--- src/rtl/mmio_uart_tx_responder.sv ---
// Memory-mapped UART transmitter with a TX FIFO, an LED GPIO register and a status word.
// Decodes four word addresses starting at BASE_ADDR on the EU data bus.
module mmio_uart_tx_responder #(
    parameter logic [15:0] BASE_ADDR    = 16'hFF00,
    parameter int          FIFO_DEPTH   = 4,
    parameter int          CLKS_PER_BIT = 16
) (
    input  logic        PLClock,
    input  logic        PLResetN,
    input  logic [15:0] MEM_AddressLine,
    input  logic [15:0] MEM_WriteLine,
    input  logic        MEM_WriteSignal,
    output logic [15:0] MEM_ReadLine,
    output logic        PeriphHit,
    output logic        TxSerial,
    output logic [7:0]  LED,
    output logic [1:0]  dbgState
);

    localparam int PTR_W = (FIFO_DEPTH > 1) ? $clog2(FIFO_DEPTH) : 1;
    localparam int CNT_W = $clog2(FIFO_DEPTH + 1);

    typedef enum logic [1:0] {
        IDLE  = 2'd0,
        START = 2'd1,
        DATA  = 2'd2,
        STOP  = 2'd3
    } txState_t;

    txState_t         state;
    logic             wrPrev;
    logic             wrStrobe;
    logic [15:0]      offset;
    logic [1:0]       regSel;
    logic             wrTx, wrStatus, wrLed, wrBaud;
    logic [7:0]       fifoMem [FIFO_DEPTH];
    logic [PTR_W-1:0] wrPtr, rdPtr;
    logic [CNT_W-1:0] count;
    logic             ovf;
    logic [15:0]      baudDiv;
    logic [15:0]      effDiv;
    logic [15:0]      curDiv;
    logic [15:0]      divCnt;
    logic [2:0]       bitCnt;
    logic [7:0]       shiftReg;
    logic             fifoEmpty, fifoFull, busy, lastTick;
    logic             pop, pushOk, pushDrop;
    logic [15:0]      statusWord;

    always_comb begin
        offset    = MEM_AddressLine - BASE_ADDR;
        PeriphHit = (offset < 16'd4);
        regSel    = offset[1:0];
        wrStrobe  = MEM_WriteSignal & ~wrPrev;
        wrTx      = wrStrobe && PeriphHit && (regSel == 2'd0);
        wrStatus  = wrStrobe && PeriphHit && (regSel == 2'd1);
        wrLed     = wrStrobe && PeriphHit && (regSel == 2'd2);
        wrBaud    = wrStrobe && PeriphHit && (regSel == 2'd3);
    end

    always_comb begin
        fifoEmpty  = (count == '0);
        fifoFull   = (count == CNT_W'(FIFO_DEPTH));
        busy       = (state != IDLE);
        lastTick   = (divCnt == 16'd0);
        effDiv     = (baudDiv == 16'd0) ? 16'd1 : baudDiv;
        // The FSM takes the head byte when idle, or at the last cycle of a stop bit.
        pop        = !fifoEmpty && ((state == IDLE) || ((state == STOP) && lastTick));
        pushOk     = wrTx && (!fifoFull || pop);
        pushDrop   = wrTx && !pushOk;
        statusWord = {9'b0, ovf, 3'(count), busy, fifoEmpty, fifoFull};
        dbgState   = state;
    end

    always_comb begin
        MEM_ReadLine = 16'h0000;
        if (PeriphHit) begin
            case (regSel)
                2'd1:    MEM_ReadLine = statusWord;
                2'd2:    MEM_ReadLine = {8'h00, LED};
                2'd3:    MEM_ReadLine = baudDiv;
                default: MEM_ReadLine = 16'h0000;
            endcase
        end
    end

    always_ff @(posedge PLClock) begin
        if (pushOk) begin
            fifoMem[wrPtr] <= MEM_WriteLine[7:0];
        end
    end

    always_ff @(posedge PLClock or negedge PLResetN) begin
        if (!PLResetN) begin
            wrPrev  <= 1'b0;
            wrPtr   <= '0;
            rdPtr   <= '0;
            count   <= '0;
            ovf     <= 1'b0;
            LED     <= 8'h00;
            baudDiv <= 16'(CLKS_PER_BIT);
        end else begin
            wrPrev <= MEM_WriteSignal;
            if (pushOk) begin
                wrPtr <= wrPtr + PTR_W'(1);
            end
            if (pop) begin
                rdPtr <= rdPtr + PTR_W'(1);
            end
            if (pushOk && !pop) begin
                count <= count + CNT_W'(1);
            end else if (!pushOk && pop) begin
                count <= count - CNT_W'(1);
            end
            // A drop in the same cycle as a STATUS write leaves OVF set.
            if (pushDrop) begin
                ovf <= 1'b1;
            end else if (wrStatus) begin
                ovf <= 1'b0;
            end
            if (wrLed) begin
                LED <= MEM_WriteLine[7:0];
            end
            if (wrBaud) begin
                baudDiv <= MEM_WriteLine;
            end
        end
    end

    always_ff @(posedge PLClock or negedge PLResetN) begin
        if (!PLResetN) begin
            state    <= IDLE;
            TxSerial <= 1'b1;
            divCnt   <= 16'd0;
            curDiv   <= 16'd1;
            bitCnt   <= 3'd0;
            shiftReg <= 8'h00;
        end else begin
            case (state)
                IDLE: begin
                    TxSerial <= 1'b1;
                    if (pop) begin
                        shiftReg <= fifoMem[rdPtr];
                        curDiv   <= effDiv;
                        divCnt   <= effDiv - 16'd1;
                        TxSerial <= 1'b0;
                        state    <= START;
                    end
                end
                START: begin
                    if (lastTick) begin
                        TxSerial <= shiftReg[0];
                        shiftReg <= shiftReg >> 1;
                        bitCnt   <= 3'd0;
                        divCnt   <= curDiv - 16'd1;
                        state    <= DATA;
                    end else begin
                        divCnt <= divCnt - 16'd1;
                    end
                end
                DATA: begin
                    if (lastTick) begin
                        divCnt <= curDiv - 16'd1;
                        if (bitCnt == 3'd7) begin
                            TxSerial <= 1'b1;
                            state    <= STOP;
                        end else begin
                            bitCnt   <= bitCnt + 3'd1;
                            TxSerial <= shiftReg[0];
                            shiftReg <= shiftReg >> 1;
                        end
                    end else begin
                        divCnt <= divCnt - 16'd1;
                    end
                end
                STOP: begin
                    if (lastTick) begin
                        if (pop) begin
                            shiftReg <= fifoMem[rdPtr];
                            curDiv   <= effDiv;
                            divCnt   <= effDiv - 16'd1;
                            TxSerial <= 1'b0;
                            state    <= START;
                        end else begin
                            state <= IDLE;
                        end
                    end else begin
                        divCnt <= divCnt - 16'd1;
                    end
                end
                default: begin
                    state    <= IDLE;
                    TxSerial <= 1'b1;
                end
            endcase
        end
    end

endmodule

--- config.mk ---
export PLATFORM = sky130hd
export DESIGN_NAME = mmio_uart_tx_responder
export DESIGN_NICKNAME = d
export VERILOG_FILES = /design/src/rtl/mmio_uart_tx_responder.sv
export SDC_FILE = /design/constraint.sdc
export NUM_CORES = 1
export LEC_CHECK = 0
export ABC_AREA = 0
export CORE_MARGIN = 5
export CORE_UTILIZATION = 46
export DETAILED_ROUTE_END_ITERATION = 8
export GPL_ROUTABILITY_DRIVEN = 0
export PLACE_DENSITY = 0.79
export SLEW_MARGIN = 15
export SYNTH_ARGS = -nofsm -noshare
export SYNTH_HDL_FRONTEND = slang
export SYNTH_SLANG_ARGS = --single-unit
export TNS_END_PERCENT = 10
--- constraint.sdc ---
create_clock -name PLClock -period 2.8 [get_ports PLClock]
set_input_delay 0.28 -clock PLClock [delete_from_list [all_inputs] [get_ports PLClock]]
set_output_delay 0.28 -clock PLClock [all_outputs]
set_load 0.02 [all_outputs]
==> metrics.md <==
| Metric | Value |
|---|---|
| Synth cell types | 60 |
| F_max | 373 MHz |
| Leak | 0.00326 uW |
| Core area | around 0.013 mm2 |
| DR DRC count | 0 |
| Cell area after synthesis | between 0.006 and 0.007 mm2 |
| Primary FF master, synth | dfrtp_1 |
| WL final | about 15 mm |
| Crit-path most repeated cell | xor2_1 |
| Avg Vias per Cell | 5.79 |
| Peak supply drop | 0.414 mV |
| Clock edge transition at the registers on the reported setup and hold paths | roughly 0.080 ns |
| Area Overhead vs Synth | 24.1% |
| Finished Core Util | 58.0% |
| Port Buffers | 62 |
| Count of final hold-check violations | 0 |
| Row count | between 40 and 50 |
| DP Area | 0.00728 mm2 |
| Htree depth | 3 |
| Global-route wire length before repair | 25.0 mm |
| Crit path max-delay family | simple AND/OR/NAND/NOR gates |
| Yosys warns | 0 |
| Hold Path Class | input port to asynchronous set/reset pin |
| Share of post-route cells with drive strength above 1 | 24.3% |
| Clock Latency Late Sink | 0.36 ns |
| Starting DRT DRC Count | roughly 300 |
| CTS tree | done |
| DIE AREA | 0.0158 mm2 |
| CP max stage delay | 0.56 ns |
| Clk sink count | 111 |
| TritonRoute pass-1 iters | 6 |
| Clk_skew | 0.0116 ns |
| Overflow after GRT | 0 |
| Slowest library cell on the worst path | or4_4 |
| # nets final | 696 |
| Tmin final | 2.68 ns |
| CP Launch Type | input port |
| EDFF count, synth | 32 |
| Die Width | 126 um |
| Worst-path fanout max | 2 |
| DR WL/cell | 18.2 um |
| Final setup fails | 0 |
| Required time worst endpoint | 3.05 ns |
| Design Area, Final | around 0.0077 mm2 |
| Ys async rst share | 71.2% |
| Status | completed |
| Antenna violations before repair | 0 |
| Max Slew Vio Count | 0 |
| Worst slew pin tran | 1.11 ns |
| MaxCap Viol Count | 0 |
| Ant. Diodes | 0 |
| Yosys reg bits | 111 |
| Pin count of the biggest net entering global routing | 80 |
| Ports | between 60 and 70 |
| Clk buf depth | 2 |
| Vias | approximately 4800 |
| Crit path buf inv count | 2 |
| Syn Nets | 600 |
| Worst EP arrival | 2.92 ns |
| Post-DP HPWL | 10.8 mm |
| Number of global-route vias before repair | 4968 |
| Final period util | 95.6% |
| Crit. End Element | flip-flop |
| CTS Hold Bufs | 0 |
| Clock root buffer | clkbuf_16 |
| CTS buffer count | 9 |
| Worst-path cell chain | dlymetal6s2s_1, or4_1, or4_4, nor3_4, nor3b_4, ha_2, inv_2, fa_2, xor2_1, nor2_1, xor2_1 |
| Power per cell area | 833 mW/mm2 |
| Die Ht | 126 um |
| Post-route antenna net violation count | 0 |
| R2R setup slack | 0.15 ns |
| Gr usage total | 19.5% |
| Post-Synthesis Cells | 548 |
| Sequential share of the synthesized area | 47.7% |
| Crit Path Category | input port to flip-flop |
| Initial Utilization | 46.7% |
| Slew margin rel. | 26.3% |
| Syn_area_per_cell | 11.2 um2 |
## timing repair
action | 4_1_cts | 5_1_grt
setup buffers | 0 | 3
pin swaps | 0 | 8
endpoints found under the hold margin | 0 | 0
gates cloned | 0 | 0
gates resized for setup | 35 | 16
endpoints found under the setup margin | 18 | 10
## through the flow
step           worst slack [ns]  total power, uW  setup TNS (ns)  hold slack (ns)  instances
2_1_floorplan           -0.0802             4080          -0.108          -0.0156        548
3_3_place_gp             -0.312             4870           -3.32            0.473        807
3_5_place_dp             -0.366             4990           -4.28            0.472        807
4_1_cts                 -0.0674             6310         -0.0674            0.147        823
5_1_grt                 -0.0158             6820         -0.0158            0.175        825
6_report                  0.122             6370               0           0.0722        825
## report_power, final
part	switching, uW	total, uW	leakage [uW]	internal [uW]
clock	667	1310	0.000154	645
sequential	256	2160	0.00131	1900
combinational	1570	2900	0.00179	1330
total	2490	6370	0.00326	3880
## state kept, by name (all words and copies together), names as in the netlist, 2 cells and up
name	cells
dbgState	2
bitCnt	3
count	3
baudDiv	16
curDiv	16
LED	8
shiftReg	8
rdPtr	2
fifoMem	32
wrPtr	2
divCnt	16
## worst paths after layout
kind,endpoint,startpoint,cells after the start
max,count[2],MEM_AddressLine[2],11
min,divCnt[9],PLResetN,1
max reg2reg,count[2],divCnt[0],12
min reg2reg,TxSerial,TxSerial,2
max in group asynchronous,divCnt[15],PLResetN,1
min in group PLClock,wrPrev,MEM_WriteSignal,1
## Yosys cell counts (10+ instances only)
master	instances	share of area, %
a21oi_1	11	0.89
a22oi_1	17	2.1
and2_1	13	1.3
clkbuf_1	17	1.0
dfrtp_1	76	31
edfxtp_1	32	16
ha_1	16	3.2
inv_1	19	1.2
mux2_2	45	8.2
mux2i_1	14	2.3
nand2_1	49	3.0
nand4_1	10	1.0
nor2_1	40	2.4
nor3_1	17	1.4
nor4_1	10	1.0
o21ai_0	17	1.4
xnor2_1	24	3.4
xor2_1	16	2.3
## cell usage in the layout (no fill, tap or decap), drive strengths merged, types with 10 or more instances in the layout
master / Yosys / routed
mux2: 52 / 52
o21ai: 18 / 18
a22oi: 17 / 17
nand4: 10 / 10
nor3: 20 / 20
and2: 13 / 13
a21oi: 11 / 11
ha: 16 / 16
nor4: 11 / 11
nand2: 50 / 50
nor2: 41 / 41
mux2i: 14 / 14
inv: 19 / 22
dfrtp: 76 / 76
xnor2: 24 / 24
xor2: 16 / 16
clkdlybuf4s50: 0 / 40
buf: 8 / 51
edfxtp: 32 / 32
## cell families (layout without fill, tap and decap cells)
family / after synthesis / after routing / synth area share [%]
and+or+nand+nor: 184 / 184 / 15.9
DFF: 111 / 111 / 47.7
AOI/OAI and AO/OA: 78 / 78 / 8.93
muxes: 74 / 74 / 15.1
buffers and inverters: 44 / 145 / 3.06
xor gates and xnor gates: 40 / 40 / 5.68
adders and majority gates: 17 / 17 / 3.57
## area by class of cell
type / instances / area (um2)
multi-input combinational: 393 / 3080
clock inverter: 7 / 87.6
sequential: 111 / 2940
fill: 1030 / 5540
timing repair buffer: 110 / 1030
clock buffer: 9 / 225
tap: 176 / 220
inverter: 19 / 71.3
## metal layers
| layer | global-route usage, % | routed length [um] | vias up |
|---|---|---|---|
| li1 | - | - | 2210 |
| met1 | 25.3 | 6330 | 2355 |
| met2 | 32.9 | 7460 | 177 |
| met3 | 3.43 | 909 | 32 |
| met4 | 6.94 | 317 | 0 |
| met5 | 0 | 0 | - |
Note: power is estimated with default switching activity, not from simulation.
